**src/rtl/uart_rx_if.sv**
```systemverilog
// Signal bundle between the UART receiver core and its controller.
// Handshake: rx_dv_o is a one-cycle strobe with no ready; data_o and the
// flags are valid in that cycle and hold until the next strobe.
interface uart_rx_if #(
  parameter int DataWidth = 8
);
  logic                 tick_i;
  logic                 rx_en_i;
  logic                 rx_data_i;
  logic                 rx_dv_o;
  logic [DataWidth-1:0] data_o;
  logic                 parity_err_o;
  logic                 frame_err_o;
  logic                 break_o;
  logic                 busy_o;
  logic [2:0]           state_o;

  modport slave (
    input  tick_i, rx_en_i, rx_data_i,
    output rx_dv_o, data_o, parity_err_o, frame_err_o, break_o, busy_o, state_o
  );

  modport master (
    output tick_i, rx_en_i, rx_data_i,
    input  rx_dv_o, data_o, parity_err_o, frame_err_o, break_o, busy_o, state_o
  );
endinterface

```
**src/rtl/uart_rx_core.sv**
```systemverilog
// UART receiver: 2-flop input synchroniser, oversampled bit timing with a
// 3-sample majority vote, optional parity, 1 or 2 stop bits, false-start
// rejection and line-break detection. state_o exposes the FSM for debug.
module uart_rx_core #(
  parameter int DataWidth      = 8,
  parameter int OverSampleRate = 16,
  parameter int ParityMode     = 0,
  parameter int StopBits       = 1
) (
  input  logic      clk_i,
  input  logic      rst_i,
  uart_rx_if.slave  bus
);
  localparam int CW = $clog2(OverSampleRate);
  localparam int IW = $clog2(DataWidth);
  localparam logic [CW-1:0] C_LO  = CW'(OverSampleRate / 2 - 1);
  localparam logic [CW-1:0] C_MID = CW'(OverSampleRate / 2);
  localparam logic [CW-1:0] C_HI  = CW'(OverSampleRate / 2 + 1);
  localparam logic [CW-1:0] C_END = CW'(OverSampleRate - 1);
  localparam logic [IW-1:0] LAST  = IW'(DataWidth - 1);

  typedef enum logic [2:0] {
    IDLE     = 3'd0,
    START    = 3'd1,
    DATA     = 3'd2,
    PARITY   = 3'd3,
    STOP     = 3'd4,
    BRK_WAIT = 3'd5
  } state_t;

  state_t               state;
  logic                 rx_m, rx_s;
  logic [CW-1:0]        cnt;
  logic [IW-1:0]        idx;
  logic                 s0, s1;
  logic                 maj;
  logic [DataWidth-1:0] shift_q;
  logic                 par_bit, par_err_p;
  logic                 stop_idx, stop_low;
  logic                 is_brk;
  logic                 rx_dv, pe, fe, brk, busy;
  logic [DataWidth-1:0] data_q;

  assign maj    = (s0 & s1) | (s0 & rx_s) | (s1 & rx_s);
  assign is_brk = (shift_q == '0) & ~par_bit & ~maj & ((StopBits == 1) | stop_low);

  assign bus.rx_dv_o      = rx_dv;
  assign bus.data_o       = data_q;
  assign bus.parity_err_o = pe;
  assign bus.frame_err_o  = fe;
  assign bus.break_o      = brk;
  assign bus.busy_o       = busy;
  assign bus.state_o      = state;

  // Two-flop synchroniser for the asynchronous serial line (idles high).
  always_ff @(posedge clk_i or posedge rst_i) begin
    if (rst_i) begin
      rx_m <= 1'b1;
      rx_s <= 1'b1;
    end else begin
      rx_m <= bus.rx_data_i;
      rx_s <= rx_m;
    end
  end

  // Receiver FSM: tick counter, sample capture, deserialiser and result registers.
  always_ff @(posedge clk_i or posedge rst_i) begin
    if (rst_i) begin
      state     <= IDLE;
      cnt       <= '0;
      idx       <= '0;
      s0        <= 1'b0;
      s1        <= 1'b0;
      shift_q   <= '0;
      par_bit   <= 1'b0;
      par_err_p <= 1'b0;
      stop_idx  <= 1'b0;
      stop_low  <= 1'b0;
      rx_dv     <= 1'b0;
      data_q    <= '0;
      pe        <= 1'b0;
      fe        <= 1'b0;
      brk       <= 1'b0;
      busy      <= 1'b0;
    end else begin
      rx_dv <= 1'b0;
      if (!bus.rx_en_i) begin
        // Disabling drops any partial frame; results hold.
        state <= IDLE;
        cnt   <= '0;
        busy  <= 1'b0;
      end else begin
        if (state != IDLE && state != BRK_WAIT && bus.tick_i) begin
          cnt <= cnt + 1'b1;
          if (cnt == C_LO)  s0 <= rx_s;
          if (cnt == C_MID) s1 <= rx_s;
        end
        case (state)
          IDLE: begin
            if (!rx_s) begin
              state     <= START;
              cnt       <= '0;
              idx       <= '0;
              stop_idx  <= 1'b0;
              stop_low  <= 1'b0;
              par_bit   <= 1'b0;
              par_err_p <= 1'b0;
              busy      <= 1'b1;
            end
          end
          START: begin
            if (bus.tick_i) begin
              if (cnt == C_HI && maj) begin
                state <= IDLE;
                cnt   <= '0;
                busy  <= 1'b0;
              end else if (cnt == C_END) begin
                state <= DATA;
                cnt   <= '0;
              end
            end
          end
          DATA: begin
            if (bus.tick_i) begin
              if (cnt == C_HI) shift_q[idx] <= maj;
              if (cnt == C_END) begin
                cnt <= '0;
                if (idx == LAST) begin
                  idx   <= '0;
                  state <= (ParityMode != 0) ? PARITY : STOP;
                end else begin
                  idx <= idx + 1'b1;
                end
              end
            end
          end
          PARITY: begin
            if (bus.tick_i) begin
              if (cnt == C_HI) begin
                par_bit   <= maj;
                par_err_p <= ((^shift_q) ^ maj) != (ParityMode == 2);
              end
              if (cnt == C_END) begin
                state <= STOP;
                cnt   <= '0;
              end
            end
          end
          STOP: begin
            if (bus.tick_i) begin
              if (cnt == C_HI) begin
                if (stop_idx == 1'(StopBits - 1)) begin
                  // Final stop bit: complete at mid-bit to absorb baud skew.
                  rx_dv  <= 1'b1;
                  data_q <= shift_q;
                  pe     <= par_err_p;
                  fe     <= stop_low | ~maj;
                  brk    <= is_brk;
                  busy   <= is_brk;
                  state  <= is_brk ? BRK_WAIT : IDLE;
                  cnt    <= '0;
                end else begin
                  stop_low <= ~maj;
                end
              end else if (cnt == C_END) begin
                stop_idx <= 1'b1;
                cnt      <= '0;
              end
            end
          end
          BRK_WAIT: begin
            if (rx_s) begin
              state <= IDLE;
              busy  <= 1'b0;
            end
          end
          default: begin
            state <= IDLE;
            busy  <= 1'b0;
          end
        endcase
      end
    end
  end
endmodule

```
**src/flat_wrapper.sv**
```systemverilog
// flat-port wrapper written by rule: the top's interface ports become plain ports
module uart_rx_core_flat 
#(
  parameter int DataWidth      = 8,
  parameter int OverSampleRate = 16,
  parameter int ParityMode     = 0,
  parameter int StopBits       = 1
)
  (clk_i, rst_i, bus_tick_i, bus_rx_en_i, bus_rx_data_i, bus_rx_dv_o, bus_data_o, bus_parity_err_o, bus_frame_err_o, bus_break_o, bus_busy_o, bus_state_o);
  uart_rx_if #(.DataWidth(DataWidth)) bus_i ();
  input  logic clk_i;
  input  logic rst_i;
  input wire logic [$bits(bus_i.tick_i)-1:0] bus_tick_i;
  input wire logic [$bits(bus_i.rx_en_i)-1:0] bus_rx_en_i;
  input wire logic [$bits(bus_i.rx_data_i)-1:0] bus_rx_data_i;
  output wire logic [$bits(bus_i.rx_dv_o)-1:0] bus_rx_dv_o;
  output wire logic [$bits(bus_i.data_o)-1:0] bus_data_o;
  output wire logic [$bits(bus_i.parity_err_o)-1:0] bus_parity_err_o;
  output wire logic [$bits(bus_i.frame_err_o)-1:0] bus_frame_err_o;
  output wire logic [$bits(bus_i.break_o)-1:0] bus_break_o;
  output wire logic [$bits(bus_i.busy_o)-1:0] bus_busy_o;
  output wire logic [$bits(bus_i.state_o)-1:0] bus_state_o;
  assign bus_i.tick_i = bus_tick_i;
  assign bus_i.rx_en_i = bus_rx_en_i;
  assign bus_i.rx_data_i = bus_rx_data_i;
  assign bus_rx_dv_o = bus_i.rx_dv_o;
  assign bus_data_o = bus_i.data_o;
  assign bus_parity_err_o = bus_i.parity_err_o;
  assign bus_frame_err_o = bus_i.frame_err_o;
  assign bus_break_o = bus_i.break_o;
  assign bus_busy_o = bus_i.busy_o;
  assign bus_state_o = bus_i.state_o;
  uart_rx_core #(.DataWidth(DataWidth), .OverSampleRate(OverSampleRate), .ParityMode(ParityMode), .StopBits(StopBits)) u_core (.clk_i(clk_i), .rst_i(rst_i), .bus(bus_i));
endmodule
```
**config.mk**
```make
export PLATFORM = sky130hd
export DESIGN_NAME = uart_rx_core_flat
export DESIGN_NICKNAME = d
export VERILOG_FILES = /design/src/rtl/uart_rx_if.sv /design/src/rtl/uart_rx_core.sv /design/src/flat_wrapper.sv
export SDC_FILE = /design/constraint.sdc
export NUM_CORES = 1
export LEC_CHECK = 0
export ABC_AREA = 1
export BUFFER_PORTS_ARGS = -buffer_cell sky130_fd_sc_hd__buf_2
export CAP_MARGIN = 10
export CORE_MARGIN = 3
export CORE_UTILIZATION = 53
export CTS_CLUSTER_DIAMETER = 30
export CTS_CLUSTER_SIZE = 24
export DETAILED_ROUTE_END_ITERATION = 16
export GPL_TIMING_DRIVEN = 0
export HOLD_SLACK_MARGIN = 0.03
export PLACE_DENSITY = 0.73
export SLEW_MARGIN = 20
export SYNTH_ARGS = -nofsm -noshare
export SYNTH_HDL_FRONTEND = slang
export SYNTH_SLANG_ARGS = --single-unit
```
**constraint.sdc**
```tcl
create_clock -name clk_i -period 2.2 [get_ports clk_i]
set_input_delay 0.11 -clock clk_i [delete_from_list [all_inputs] [get_ports clk_i]]
set_output_delay 0.11 -clock clk_i [all_outputs]
set_load 0.1 [all_outputs]
```
==> out/metrics.yaml <==
finalClockSkew_ns: 0.00455
power_w: 0.00247
wirelength_um: 4340
cp_max_fo: 8
route.met3.wl_um: 284
critPathKind: "flip-flop to flip-flop"
area.growth.synth_to_final_pct: 14.3
start_util_pct: 57.3
r2r-end: "u_core.shift_q[3]$_DFFE_PP0P_"
die_w_um: 70.3
p_clk_share_pct: 24.6
grt_max_degree: 31
hold_viol_final: 0
critPathBufInv: 1
highest_layer: "met4"
ys_seq_area_share_pct: 44.7
fin_nets: 328
dieArea_mm2: 0.00494
r2r-start: "u_core.cnt[1]$_DFF_PP0_"
track_usage_pct: 19.6
clk_latency_ns: 0.30
final_cell_mix: "86 x nand2_1, 37 x dfrtp_1, 34 x inv_1"
fin_crit_sh_pct: 79.5
p_sw_share_pct: 44.8
dp_hpwl_um: 3280
rows: 22
grt.overflow.total: 0
antenna_cells: 0
htreeDepth: 2
ys_types: 30
cts_hold_buf: 2
path_delay_family: "simple AND/OR/NAND/NOR gates"
holdPathStages: 3
p_switching_w: 0.00111
pwr-share-seq_pct: 35.8
clock.fmax_mhz: 572
clockBufferDepth: 2
via_count: 1881
first_iter_violations: 90
cts_sinks: 39
vias_per_cell: 5.18
met1Wirelength_um: 2080
crit_path_max_incr_delay_ns: 0.43
worst_pin_slew_ns: 0.471
outcome: "completed"
avgRoutedWirePerCell_um: 12.0
crit_slowest_cell: "nor3_2"
r2r_cells: 7
route.met2.wl_um: 1860
min_period_ns: 1.75
holdCritPathClass: "input pin to flip-flop"
ir_drop_mv: 0.688
grt_pass1_vias: 1818
crit_path_end_kind: "flip-flop"
ant_nets: 0
hold_start: "bus_rx_en_i"
required_ns: 2.38
drcViolationCount: 0
cts_setup_buffers: 0
intPower_w: 0.00136
slew_viol_final: 0
rsz0062_at_grt: "false"
syn_nets: 298
grt_antenna_before_repair: 0
setup_viol: 0
setup_tns_ns: 0
syn_area_mm2: 0.00219
max_slew_margin_pct: 68.3
drive_gt1_share_pct: 16.5
die_h_um: 70.3
boundaryPins: 21
power.leakage_nw: 1.26
critPathArrivalTime_ns: 1.92
layout_commonest_cell: "nand2_1"
grt_first_pass_wirelength_um: 7860
startpoint_type: "flip-flop"
clk_root_buffer_cell: "clkbuf_8"
ys_warn_count: 0
numCtsBuffers: 5
gp_congestion: 0.924
cts_tree: "done"
r2r_slack_ns: 0.45
port_buffers: 20
coreArea_mm2: 0.00383
path_clk_slew_ns: 0.08
syn_avg_cell_area_um2: 7.71
power_density_mw_per_mm2: 985
post_cts_resized: 0
fill_cells: 342
syn-instance-count: 284
synth_seq_cells: 39
combPwrFrac_pct: 39.6
firstDrtPassIters: 4
min_to: "u_core.bus.rx_dv_o$_DFF_PP0_"
drv_cap: 0
worstPathCellList: "inv_1 > ha_1 > nand3_2 > nor3_2 > nand3_1 > nand2_1 > o21ai_0"
[layout make-up]
type / count / area (um^2) / share of cell area [%]
clock inverters: 3 / 43.8 / 1.75
well taps: 48 / 60.1 / 2.40
multi-input cells: 202 / 1040 / 41.5
repair buffers: 23 / 140 / 5.60
plain buffers: 3 / 22.5 / 0.900
flip-flops and latches: 39 / 978 / 39.1
clock buffers: 5 / 68.8 / 2.75
inverters: 40 / 151 / 6.05
[worst max path at each step]
stage / startpoint / endpoint / slack (ns) / cells past startpoint
6_report: u_core.cnt[1]$_DFF_PP0_ / u_core.shift_q[3]$_DFFE_PP0P_ / 0.45 / 7
5_1_grt: u_core.cnt[1]$_DFF_PP0_ / u_core.shift_q[5]$_DFFE_PP0P_ / 0.18 / 7
4_1_cts: u_core.cnt[1]$_DFF_PP0_ / u_core.shift_q[3]$_DFFE_PP0P_ / 0.45 / 7
3_5_place_dp: u_core.cnt[1]$_DFF_PP0_ / u_core.shift_q[3]$_DFFE_PP0P_ / 0.46 / 7
3_3_place_gp: u_core.cnt[1]$_DFF_PP0_ / u_core.bus.frame_err_o$_DFFE_PP0P_ / 0.52 / 8
2_1_floorplan: u_core.bus.state_o[0]$_DFFE_PP0P_ / u_core.bus.state_o[2]$_DFFE_PP0P_ / 0.16 / 9
[through the flow]
| step | cell area [um^2] | worst slack, ns | hold WS, ns | cells | utilization, % |
|---|---|---|---|---|---|
| floorplan | 2190 | 0.156 | 0.114 | 284 | - |
| global placement | 2350 | 0.517 | 0.215 | 352 | 61.4 |
| detailed placement | 2370 | 0.459 | 0.0579 | 353 | 62.0 |
| CTS | 2500 | 0.449 | 0.185 | 363 | 65.4 |
| global route | 2500 | 0.183 | 0.192 | 363 | 65.4 |
| finish | 2500 | 0.450 | 0.198 | 363 | 65.4 |
[flip-flops by register name (all words and copies together), names as in the netlist]
signal,cells
u_core.bus.break_o,1
u_core.bus.busy_o,1
u_core.bus.data_o,8
u_core.bus.frame_err_o,1
u_core.bus.parity_err_o,1
u_core.bus.rx_dv_o,1
u_core.bus.state_o,3
u_core.cnt,4
u_core.idx,3
u_core.par_bit,1
u_core.par_err_p,1
u_core.rx_m,1
u_core.rx_s,1
u_core.s0,1
u_core.s1,1
u_core.shift_q,8
u_core.stop_idx,1
u_core.stop_low,1
[power by group through the flow]
stage	logic (W)	registers, W	clock network (W)
after floorplan	0.000517	0.00115	0
after global placement	0.000949	0.000896	0
after detailed placement	0.000963	0.000898	0
after CTS	0.000970	0.000884	0.000616
after global routing	0.00108	0.000902	0.000647
final	0.000976	0.000883	0.000606
[cells in the mapped netlist, drive strengths merged]
| cell type | instances | share of area [%] |
|---|---|---|
| xnor2 | 3 | 1.2 |
| ha | 9 | 5.1 |
| nor3 | 2 | 1.2 |
| o21ai | 31 | 8.3 |
| nor4 | 1 | 0.29 |
| o211ai | 1 | 0.34 |
| nand3 | 27 | 6.4 |
| clkbuf | 1 | 0.17 |
| a22oi | 1 | 0.34 |
| a21oi | 9 | 2.1 |
| o21bai | 1 | 0.34 |
| a211oi | 1 | 0.34 |
| buf | 2 | 0.86 |
| nor2 | 20 | 3.8 |
| dfstp | 2 | 2.4 |
| nand4 | 6 | 1.7 |
| inv | 38 | 6.5 |
| dfrtp | 37 | 42 |
| xor2 | 1 | 0.40 |
| clkinv | 2 | 0.40 |
| nand2 | 89 | 16 |
[worst register-to-register path, delay by kind of cell, from the launching register on]
kind                     cells  cell delay (ns)
AND/OR/NAND/NOR              4             0.86
AO/OA/AOI/OAI                1             0.07
buffers and inverters        1             0.11
adder cells (fa/ha/maj)      1             0.19
flip-flops                   1             0.41
[cells by family after synthesis]
| family | count (synthesis) | synth area share, % |
|---|---|---|
| AND/OR/NAND/NOR | 145 | 29.0 |
| AO/OA/AOI/OAI | 44 | 11.7 |
| buffers and inverters | 43 | 7.94 |
| flip-flops | 39 | 44.7 |
| adder cells (fa/ha/maj) | 9 | 5.14 |
| XOR/XNOR | 4 | 1.60 |
[layer usage]
metal	global-route usage, %	vias up
met5	0	-
met4	8.30	0
met1	26.4	837
li1	-	975
met2	30.1	56
met3	4.32	13
Note: power is estimated with default switching activity, not from simulation.
